**config.mk**
```make
export PLATFORM = sky130hd
export DESIGN_NAME = ahb_slave_mux
export DESIGN_NICKNAME = d
export VERILOG_FILES = /design/src/rtl/ahb_slave_mux.sv
export SDC_FILE = /design/constraint.sdc
export NUM_CORES = 1
export LEC_CHECK = 0
export BUFFER_PORTS_ARGS = -buffer_cell sky130_fd_sc_hd__buf_4
export CAP_MARGIN = 30
export CORE_UTILIZATION = 36
export DETAILED_ROUTE_END_ITERATION = 6
export MAX_ROUTING_LAYER = met4
export PLACE_DENSITY = 0.95
export REMOVE_ABC_BUFFERS = 1
export SYNTH_ARGS = -nofsm -noshare
export SYNTH_HDL_FRONTEND = slang
export SYNTH_SLANG_ARGS = --single-unit
```
**constraint.sdc**
```tcl
create_clock -name HCLK -period 2.75 [get_ports HCLK]
set_input_delay 0.55 -clock HCLK [delete_from_list [all_inputs] [get_ports HCLK]]
set_output_delay 0.55 -clock HCLK [all_outputs]
set_load 0.03 [all_outputs]
```
**src/rtl/ahb_slave_mux.sv**
```systemverilog
// AHB-Lite response mux: registers the decoder select per address phase and steers slave
// responses back to the master. Includes the default slave. Optional watchdog: AHBMUX_TIMEOUT_EN.
module ahb_slave_mux #(
  parameter int unsigned W           = 32,
  parameter int unsigned TIMEOUT_CYC = 16
) (
  input  logic         HCLK,
  input  logic         HRESETn,
  input  logic         HREADY,
  input  logic [1:0]   HTRANS,
  input  logic [1:0]   mux_sel,
  input  logic         hsel_nomap,
  input  logic [W-1:0] HRDATA_S0,
  input  logic [W-1:0] HRDATA_S1,
  input  logic [W-1:0] HRDATA_S2,
  input  logic         HREADYOUT_S0,
  input  logic         HREADYOUT_S1,
  input  logic         HREADYOUT_S2,
  input  logic         HRESP_S0,
  input  logic         HRESP_S1,
  input  logic         HRESP_S2,
  output logic [W-1:0] HRDATA,
  output logic         HREADYOUT,
  output logic         HRESP
);

  if (TIMEOUT_CYC < 2 || TIMEOUT_CYC > 255) begin : g_bad_timeout
    $error("TIMEOUT_CYC must be in 2..255");
  end

  typedef enum logic [1:0] {DsIdle, DsErr1, DsErr2} ds_state_e;

  logic [1:0]   sel_q;
  ds_state_e    ds_q;
  logic         ds_ready_q, ds_resp_q;
  logic         nomap_req;
  logic [W-1:0] mux_rdata;
  logic         mux_ready, mux_resp;
  logic         unused_htrans;

  // Only NONSEQ/SEQ matter; IDLE and BUSY look identical here.
  assign unused_htrans = HTRANS[0];
  assign nomap_req     = HREADY & hsel_nomap & HTRANS[1];

  always_ff @(posedge HCLK or negedge HRESETn) begin
    if (!HRESETn) begin
      sel_q <= 2'b11;
    end else if (HREADY) begin
      sel_q <= mux_sel;
    end
  end

  // Default slave: two-cycle ERROR for active transfers to unmapped space.
  always_ff @(posedge HCLK or negedge HRESETn) begin
    if (!HRESETn) begin
      ds_q       <= DsIdle;
      ds_ready_q <= 1'b1;
      ds_resp_q  <= 1'b0;
    end else begin
      unique case (ds_q)
        DsIdle, DsErr2: begin
          if (nomap_req) begin
            ds_q       <= DsErr1;
            ds_ready_q <= 1'b0;
            ds_resp_q  <= 1'b1;
          end else begin
            ds_q       <= DsIdle;
            ds_ready_q <= 1'b1;
            ds_resp_q  <= 1'b0;
          end
        end
        DsErr1: begin
          ds_q       <= DsErr2;
          ds_ready_q <= 1'b1;
          ds_resp_q  <= 1'b1;
        end
        default: begin
          ds_q       <= DsIdle;
          ds_ready_q <= 1'b1;
          ds_resp_q  <= 1'b0;
        end
      endcase
    end
  end

  always_comb begin
    mux_rdata = '0;
    mux_ready = ds_ready_q;
    mux_resp  = ds_resp_q;
    unique case (sel_q)
      2'b00: begin
        mux_rdata = HRDATA_S0;
        mux_ready = HREADYOUT_S0;
        mux_resp  = HRESP_S0;
      end
      2'b01: begin
        mux_rdata = HRDATA_S1;
        mux_ready = HREADYOUT_S1;
        mux_resp  = HRESP_S1;
      end
      2'b10: begin
        mux_rdata = HRDATA_S2;
        mux_ready = HREADYOUT_S2;
        mux_resp  = HRESP_S2;
      end
      default: begin
        mux_rdata = '0;
        mux_ready = ds_ready_q;
        mux_resp  = ds_resp_q;
      end
    endcase
  end

`ifdef AHBMUX_TIMEOUT_EN
  typedef enum logic [1:0] {ToIdle, ToErr1, ToErr2} to_state_e;

  localparam logic [7:0] ToLimit = 8'(TIMEOUT_CYC);

  to_state_e  to_q;
  logic [7:0] wait_cnt_q;

  // Counts stalled data-phase cycles of a mapped slave; forces an ERROR pair at the limit.
  always_ff @(posedge HCLK or negedge HRESETn) begin
    if (!HRESETn) begin
      to_q       <= ToIdle;
      wait_cnt_q <= '0;
    end else begin
      unique case (to_q)
        ToIdle: begin
          if (sel_q != 2'b11 && !mux_ready) begin
            if (wait_cnt_q == ToLimit - 8'd1) begin
              to_q       <= ToErr1;
              wait_cnt_q <= '0;
            end else begin
              wait_cnt_q <= wait_cnt_q + 8'd1;
            end
          end else begin
            wait_cnt_q <= '0;
          end
        end
        ToErr1: to_q <= ToErr2;
        ToErr2: to_q <= ToIdle;
        default: to_q <= ToIdle;
      endcase
    end
  end

  always_comb begin
    HRDATA    = mux_rdata;
    HREADYOUT = mux_ready;
    HRESP     = mux_resp;
    if (to_q == ToErr1) begin
      HREADYOUT = 1'b0;
      HRESP     = 1'b1;
    end else if (to_q == ToErr2) begin
      HREADYOUT = 1'b1;
      HRESP     = 1'b1;
    end
  end
`else
  always_comb begin
    HRDATA    = mux_rdata;
    HREADYOUT = mux_ready;
    HRESP     = mux_resp;
  end
`endif

endmodule

```
* Word level (Yosys, flattened, before mapping)
Index checks and enable logic that the tools add are counted.
** Word-level totals
- Bits in read-only memories :: 0
- Memories kept :: 0
- Output and inout bits :: 34
- Latch bits :: 0
- Bits in writable memories :: 0
- Word-level logic and storage cells :: 22
- Flip-flop bits (word level) :: 6
** Operators by class
- Equality and inequality tests :: 4
- Reduce and logical (&&, ||, !) cells :: 3
- Multipliers :: 0
- Bitwise gates (word level) :: 2
- Shifts and indexed selects :: 0
- Add/sub/neg operators :: 0
- Div/mod/pow operators :: 0
- Mux-type cells :: 9
- $lt $le $gt $ge :: 0
** Operators by type and width (number)
- 32-bit case mux with 3 select lines :: 1
- 1-bit case mux with 3 select lines :: 2
- 2-bit by 1-bit == test with 1-bit output, second input constant :: 2
- 2-bit == test, second input constant :: 2
- 2-bit logical NOT :: 2
- 1-bit 2-to-1 mux :: 4
- 2-bit case mux with 2 select lines :: 1
- 1-bit AND :: 2
- 1-bit case mux with 2 select lines :: 1
- 2-bit OR reduction :: 1

* Longest topological paths before layout
Gate-level depths: netlist of run 1.
- Word-level depth :: 4
- Depth in mapped cells :: 5
- Mapped depth without buffers :: 2

* Least setup slack after synthesis of run 1
OpenSTA, ideal clock, no wires.
- Kind :: flip-flop to output port
- Start point :: reg sel_q[0]
- End point :: out HREADYOUT
- Path slack :: 0.937 ns
- Data required time :: 2.200 ns
- Cell stages (with the launch flop) :: 3
- Data arrival time :: 1.263 ns
- Path through :: dfstp_2 > buf_6 > mux4_2
** Between the ends
- Longest elaborated chain between the ends :: 2
** RTL lines
- start: declaration :: RTL line 33 : logic [1:0] sel_q;
- start signal: assignment :: RTL line 49 : sel_q <= mux_sel;
- 2-bit == test, or another cell as far along :: RTL line 90 : unique case (sel_q)
- 1-bit case mux with 3 select lines * :: RTL line 90
- end: declaration :: RTL line 23 : output logic HREADYOUT,
Every way passes the cells marked *; elsewhere a longest branch is shown, timed or not.

* Final worst setup path of run 1
- Start point :: reg sel_q[0]
- End point :: out HRDATA[29]
** Between the ends
- Longest elaborated chain between the ends :: 2
** RTL lines
- 2-bit == test, or another cell as far along :: RTL line 90
- 32-bit case mux with 3 select lines * :: RTL line 90
- end: declaration :: RTL line 22 : output logic [W-1:0] HRDATA,
Marked as above.

==> flow_summary.toml, run 1 <==
[outcome]
outcome = "completed"

[power_and_ir_drop]
switching_share = 0.440
seqPwrFrac = 0.146
finalPower_mw = 0.790
clkPwrFrac = 0.110
p_comb_frac = 0.745
p_int_mw = 0.443
power.leakage_nw = 1.15
p_sw_mw = 0.347
ir_drop_mv = 0.264
power-per-cell-area_mw_per_mm2 = 351

[worst_setup_path]
crit_required_ns = 2.20
cp-end-kind = "output pin"
cp-start-kind = "flop"
rr_worst_depth = 2
critical_path.max_fanout = 20
worstSetupPathType = "reg -> out"
cp.arrival_ns = 1.87

[finish]
syn_to_final_growth_pct = 89.2
finalNonFillerCells = 275
design_area_mm2 = 0.00225
final_common_cell = "buf_4"
multiInputGateArea_um2 = 891
final_cell_mix = "buf_4, mux2i_1, o2bb2ai_2"
antenna_cells = 0
fillers = 254
regArea_um2 = 154
layout-drive-gt1-share = 0.818
nets = 342

[global_route]
grt_use_total = 0.214
grt_pass1_vias = 1331
overflow = 0
grt_max_degree = 21
grt_pass1_wl_um = 5520
antenna_found_initial = 0

[sta]
tightest_slew_ns = 0.379
period_needed_ns = 2.42
slew_violations = 0
max-slew-margin-rel = 0.748
timing.hold.ws_ns = 0.0970
finalClockSkew_ns = 0.00489
rsz0062_at_grt = "false"
tns_ns = 0
max_freq_mhz = 414
period_share = 0.879
setup_viol = 0
final-hold-violation-count = 0

[placement]
dpl.hpwl_um = 3380
port_buffers = 142
place_congestion = 0.795
placed_area_mm2 = 0.00223
dp_cells = 271

[flow_run]
drv_cap = 0

[floorplanning]
die_h_um = 59.5
initial_utilization = 0.384
std_cell_rows = 20
die_area_mm2 = 0.00354
core_region_area_mm2 = 0.00310
io_pins = 144
fp.dieW_um = 59.5

[route]
drc = 0
routed_via_density = 4.91
wl_um = 3970
drt_iter0_drc = 84
drtPass1Iterations = 4
vias = 1349
wl_per_cell_um = 14.4
ant_nets = 0

[clocking]
cts.path.max_buffers = 2
clkSinkCount = 6
cts_made_buffers = 3
cts.htree.levels = 1
insertion_delay_ns = 0.25
hold_buffers = 0
cts.reportedPaths.clkPinSlew_ns = 0.05
post_cts_buffers = 0
tritoncts = "done"
cts_resized = 0
clockRootBuffer = "clkbuf_4"

[logic_synthesis]
synth.cell_area_mm2 = 0.00119
synth-seq-cells = 6
synth-edff-count = 0
synth-main-ff-cell = "dfstp_2"
synthArstFlopShare = 1.00
ys_types = 15
ys_seq_area_frac = 0.129
yosys_warnings = 0
synthCells = 91
syn_area_per_cell_um2 = 13.1

[hold_path]
min-delay-path-class = "in -> async"
==> state kept, by name, summed over array words and instances, names as in the netlist <==
| name | count |
|---|---|
| sel_q | 2 |
| ds_ready_q | 1 |
| ds_resp_q | 1 |
| ds_q | 2 |
==> Yosys cell counts, types with 2 or more instances <==
cell | number | share of area
o2bb2ai_2 | 30 | 0.38
mux2i_1 | 32 | 0.27
buf_12 | 3 | 0.050
mux2_2 | 2 | 0.019
buf_6 | 6 | 0.057
dfrtp_1 | 3 | 0.063
mux4_2 | 2 | 0.038
o2bb2ai_1 | 2 | 0.015
dfstp_2 | 3 | 0.066
buf_2 | 3 | 0.013
==> critical path, cell delays in order, from the launching register on <==
cell and delay, ns:
dfstp_2 0.76, buf_12 0.23, nor2b_4 0.05, buf_4 0.23, o2bb2ai_2 0.16, buf_4 0.17
==> logic make-up (layout without fill, tap and decap cells) <==
| group | Yosys count | in the layout | share of synthesized area |
|---|---|---|---|
| compound gates | 32 | 32 | 0.393 |
| buf+inv | 13 | 153 | 0.123 |
| flops | 6 | 6 | 0.129 |
| mux | 36 | 36 | 0.326 |
| simple gates | 4 | 4 | 0.0294 |
==> power by group through the flow <==
stage / sequential [mW] / combinational [mW] / clock, mW
3_3_place_gp: 0.117 / 0.581 / 0
2_1_floorplan: 0.138 / 0.297 / 0
5_1_grt: 0.118 / 0.620 / 0.0956
6_report: 0.115 / 0.589 / 0.0867
4_1_cts: 0.116 / 0.594 / 0.0928
3_5_place_dp: 0.117 / 0.593 / 0
==> cell type report <==
type                    count  area share
inverters                   1     0.00167
repair buffers            148       0.499
well taps                  44      0.0244
flip-flops and latches      6      0.0683
multi-input cells          72       0.395
clock buffers               4      0.0117
==> routing by layer <==
metal  vias to the layer above  wire [um]  track usage
li1                        647          -            -
met1                       626       1340        0.198
met2                        70       2270        0.432
met3                         6        310       0.0306
met4                         0         53       0.0797
met5                         -          0            -
==> through the flow <==
stage,setup slack (ns),utilization
after floorplan,-0.0437,-
after global routing,0.222,0.726
after global placement,0.587,0.718
final,0.333,0.726
after detailed placement,0.578,0.718
after CTS,0.297,0.726
==> worst paths after layout <==
check | start | end | slack [ns]
worst min register to register | ds_q[1] | ds_q[1] | 0.42
worst min-delay path | HRESETn | ds_q[1] | 0.1
min in group HCLK | ds_q[1] | ds_q[1] | 0.42
worst max-delay path | sel_q[0] | HRDATA[29] | 0.33
worst max register to register | sel_q[0] | sel_q[0] | 1.49
max in group asynchronous | HRESETn | ds_ready_q | 2.45
No activity file was read; power rests on OpenSTA's default activity.
==> run 2: changes to the inputs <==
- BUFFER_PORTS_ARGS: -buffer_cell sky130_fd_sc_hd__buf_4 -> -buffer_cell sky130_fd_sc_hd__buf_2
==> flow_summary.toml, run 2 (same netlist as run 1, synthesis figures left out) <==
[outcome]
outcome = "completed"

[worst_setup_path]
cpMaxStageDelayCell = "dfstp_2"
worstSetupPathType = "reg -> out"
cp-end-kind = "output pin"
cp.arrival_ns = 1.90
max_stage_delay_ns = 0.79
path_delay_family = "flip-flops"
critical_path_buf_inv_count = 2
cp-start-kind = "flop"
crit_chain = "buf_4 -> mux2i_1 -> o2bb2ai_2 -> buf_2"
crit_required_ns = 2.20
critical_path.max_fanout = 14

[clocking]
insertion_delay_ns = 0.25
clockRootBuffer = "clkbuf_4"
cts_made_buffers = 3
post_cts_buffers = 0
hold_buffers = 0
tritoncts = "done"
clkSinkCount = 6
cts_resized = 0
cts.reportedPaths.clkPinSlew_ns = 0.05
cts.htree.levels = 1
cts.path.max_buffers = 2

[power_and_ir_drop]
finalPower_mw = 0.697
ir_drop_mv = 0.237
power.leakage_nw = 1.03
power-per-cell-area_mw_per_mm2 = 371

[global_route]
grt_pass1_vias = 1311
overflow = 0
grt_max_degree = 36
grt_pass1_wl_um = 5210
antenna_found_initial = 0
grt_use_total = 0.200

[finish]
finalNonFillerCells = 274
final_cell_mix = "buf_2, mux2i_1, o2bb2ai_2, buf_4"
top_regs = "ds_q: 2 flops, sel_q: 2 flops"
fillers = 305
antenna_cells = 0
final_common_cell = "buf_2"
syn_to_final_growth_pct = 57.7
layout-drive-gt1-share = 0.817
nets = 341

[floorplanning]
io_pins = 144
std_cell_rows = 20
initial_utilization = 0.384
die_h_um = 59.5
core_region_area_mm2 = 0.00310
fp.dieW_um = 59.5
die_area_mm2 = 0.00354

[route]
drt_iter0_drc = 39
vias = 1333
wl_um = 3610
drtPass1Iterations = 4
ant_nets = 0
wl_per_cell_um = 13.2
routed_via_density = 4.86
drc = 0

[sta]
setup_viol = 0
timing.hold.ws_ns = 0.113
rsz0062_at_grt = "false"
tightest_slew_ns = 0.535
max_freq_mhz = 408
max-slew-margin-rel = 0.643
finalClockSkew_ns = 0.00688
period_share = 0.892
setup_ws_ns = 0.297
period_needed_ns = 2.45
slew_violations = 0
final-hold-violation-count = 0
tns_ns = 0

[placement]
pre_cts_ws_ns = 0.523
dpl.hpwl_um = 3100
dp_cells = 270
place_congestion = 0.794
port_buffers = 142

[hold_path]
min-delay-path-class = "in -> async"

[flow_run]
drv_cap = 0
-- run 2: worst register-to-register path, delay by kind of cell (launching register included) --
kind,cells,cell delay (ns)
flops,1,0.79
buf+inv,1,0.32
mux,1,0.19
-- run 2: power breakdown --
part	internal, mW	switching [mW]	leakage, nW
Clock	0.0550	0.0322	0.0150
Combinational	0.204	0.297	0.942
Sequential	0.0972	0.0114	0.0717
Total	0.357	0.341	1.03
-- run 2: path summary, 6_finish.rpt --
kind,cells past startpoint,slack [ns],from,to
worst max register to register,2,1.39,sel_q[0],sel_q[0]
worst max-delay path,4,0.30,sel_q[0],HRDATA[17]
worst min register to register,1,0.42,ds_q[1],ds_q[1]
max in group asynchronous,1,2.41,HRESETn,ds_ready_q
worst min-delay path,1,0.11,HRESETn,ds_resp_q
min in group HCLK,1,0.42,ds_q[1],ds_q[1]
-- run 2: area by class of cell --
type / instances / area (um^2) / area share
clock buffers: 4 / 26.3 / 0.0140
well taps: 44 / 55.1 / 0.0293
repair buffers: 147 / 748 / 0.398
flip-flops and latches: 6 / 154 / 0.0819
multi-input cells: 72 / 891 / 0.474
inverters: 1 / 3.75 / 0.00200
-- run 2: through the flow --
stage / area (um^2) / utilization
4_1_cts: 1880 / 0.605
2_1_floorplan: 1050 / -
6_report: 1880 / 0.605
3_3_place_gp: 1850 / 0.597
5_1_grt: 1880 / 0.605
3_5_place_dp: 1850 / 0.597
-- run 2: metal layers --
| metal | vias to the layer above | global-route usage | share of wire |
|---|---|---|---|
| met5 | - | - | 0 |
| li1 | 647 | - | - |
| met4 | 0 | 0.0731 | 0.0033 |
| met3 | 2 | 0.0306 | 0.065 |
| met2 | 64 | 0.422 | 0.59 |
| met1 | 620 | 0.169 | 0.34 |
==> run 3: changes to the inputs <==
- CORE_ASPECT_RATIO: default -> 1.25
==> flow_summary.toml, run 3 (same netlist as run 1, synthesis figures left out) <==
[clocking]
hold_buffers = 0
cts.htree.levels = 1
clkSinkCount = 6
clockRootBuffer = "clkbuf_8"
cts.reportedPaths.clkPinSlew_ns = 0.04
cts_made_buffers = 3
cts_resized = 0
tritoncts = "done"
post_cts_buffers = 0
cts.path.max_buffers = 2
insertion_delay_ns = 0.22

[hold_path]
min-delay-path-class = "in -> async"

[power_and_ir_drop]
power-per-cell-area_mw_per_mm2 = 396
ir_drop_mv = 0.312
finalPower_mw = 0.751
power.leakage_nw = 1.04

[global_route]
grt_pass1_wl_um = 4690
overflow = 0
grt_pass1_vias = 1199
grt_max_degree = 20
antenna_found_initial = 0
grt_use_total = 0.183

[floorplanning]
io_pins = 144
die_area_mm2 = 0.00354
std_cell_rows = 23
initial_utilization = 0.373
core_region_area_mm2 = 0.00319
die_h_um = 66.3
fp.dieW_um = 53.5

[worst_setup_path]
critical_path_buf_inv_count = 2
cp.arrival_ns = 1.75
cpMaxStageDelayCell = "mux4_2"
worstSetupPathType = "reg -> out"
crit_required_ns = 2.20
path_delay_family = "multiplexers"
max_stage_delay_ns = 0.53
cp-start-kind = "flop"
crit_chain = "buf_4 -> mux4_2 -> buf_2"
cp-end-kind = "output pin"
critical_path.max_fanout = 17

[placement]
dpl.hpwl_um = 2970
port_buffers = 142
place_congestion = 0.741

[route]
drtPass1Iterations = 5
vias = 1344
wl_per_cell_um = 12.9
drc = 0
drt_iter0_drc = 26
routed_via_density = 5.01
ant_nets = 0
wl_um = 3470

[sta]
period_share = 0.835
setup_viol = 0
max_freq_mhz = 435
slew_violations = 0
finalClockSkew_ns = 0.00157
rsz0062_at_grt = "false"
final-hold-violation-count = 0
max-slew-margin-rel = 0.788
tightest_slew_ns = 0.318
period_needed_ns = 2.30

[finish]
final_cell_mix = "buf_2, mux2i_1, o2bb2ai_2, buf_4"
nets = 342
postLayoutCoreUtil = 0.593
syn_to_final_growth_pct = 59.1
final_common_cell = "buf_2"
regArea_um2 = 154
multiInputGateArea_um2 = 891
layout-drive-gt1-share = 0.818
top_regs = "ds_q: 2 flops, sel_q: 2 flops"
antenna_cells = 0
fillers = 285

[flow_run]
drv_cap = 0

[outcome]
outcome = "completed"
-- run 3: cell count changes in the layout (fill, tap and decap cells not counted) --
cell | previous run | this run
clkbuf_8 | 0 | 3
clkbuf_4 | 3 | 0
buf_4 | 5 | 6
-- run 3: final cells by class --
class / count / share of cell area
well taps: 37 / 0.0244
clock buffers: 4 / 0.0238
inverters: 1 / 0.00198
flip-flops and latches: 6 / 0.0812
multi-input cells: 72 / 0.470
repair buffers: 148 / 0.399
-- run 3: layer usage --
metal / global-route usage / routed length (um) / vias up
met4: 0.0559 / 27 / 0
met3: 0.0207 / 304 / 4
met5: - / 0 / -
li1: - / - / 649
met1: 0.147 / 1060 / 618
met2: 0.395 / 2070 / 73
-- run 3: power breakdown --
group | internal (mW) | switching (mW) | total, mW
Clock | 0.0999 | 0.0400 | 0.140
Combinational | 0.206 | 0.306 | 0.512
Sequential | 0.0970 | 0.00203 | 0.0991
Total | 0.403 | 0.348 | 0.751
-- run 3: through the flow --
step	setup TNS, ns	cell area, um^2	cells	setup WS, ns	hold WS, ns
final	0	1900	268	0.453	0.140
after global routing	0	1900	268	0.394	0.140
after CTS	0	1900	268	0.433	0.140
after detailed placement	0	1850	264	0.667	0.376
after global placement	0	1850	264	0.701	0.373
after floorplan	-0.0873	1050	79	-0.0437	0.254
-- run 3: path summary, 6_finish.rpt --
path / to / from / slack, ns / depth (start not counted)
max reg2reg: sel_q[1] / sel_q[1] / 1.32 / 3
min reg2reg: ds_q[1] / ds_q[1] / 0.41 / 1
min: ds_q[0] / HRESETn / 0.14 / 1
max: HREADYOUT / sel_q[0] / 0.45 / 3
max in group asynchronous: sel_q[1] / HRESETn / 2.39 / 1
min in group HCLK: ds_q[1] / ds_q[1] / 0.41 / 1
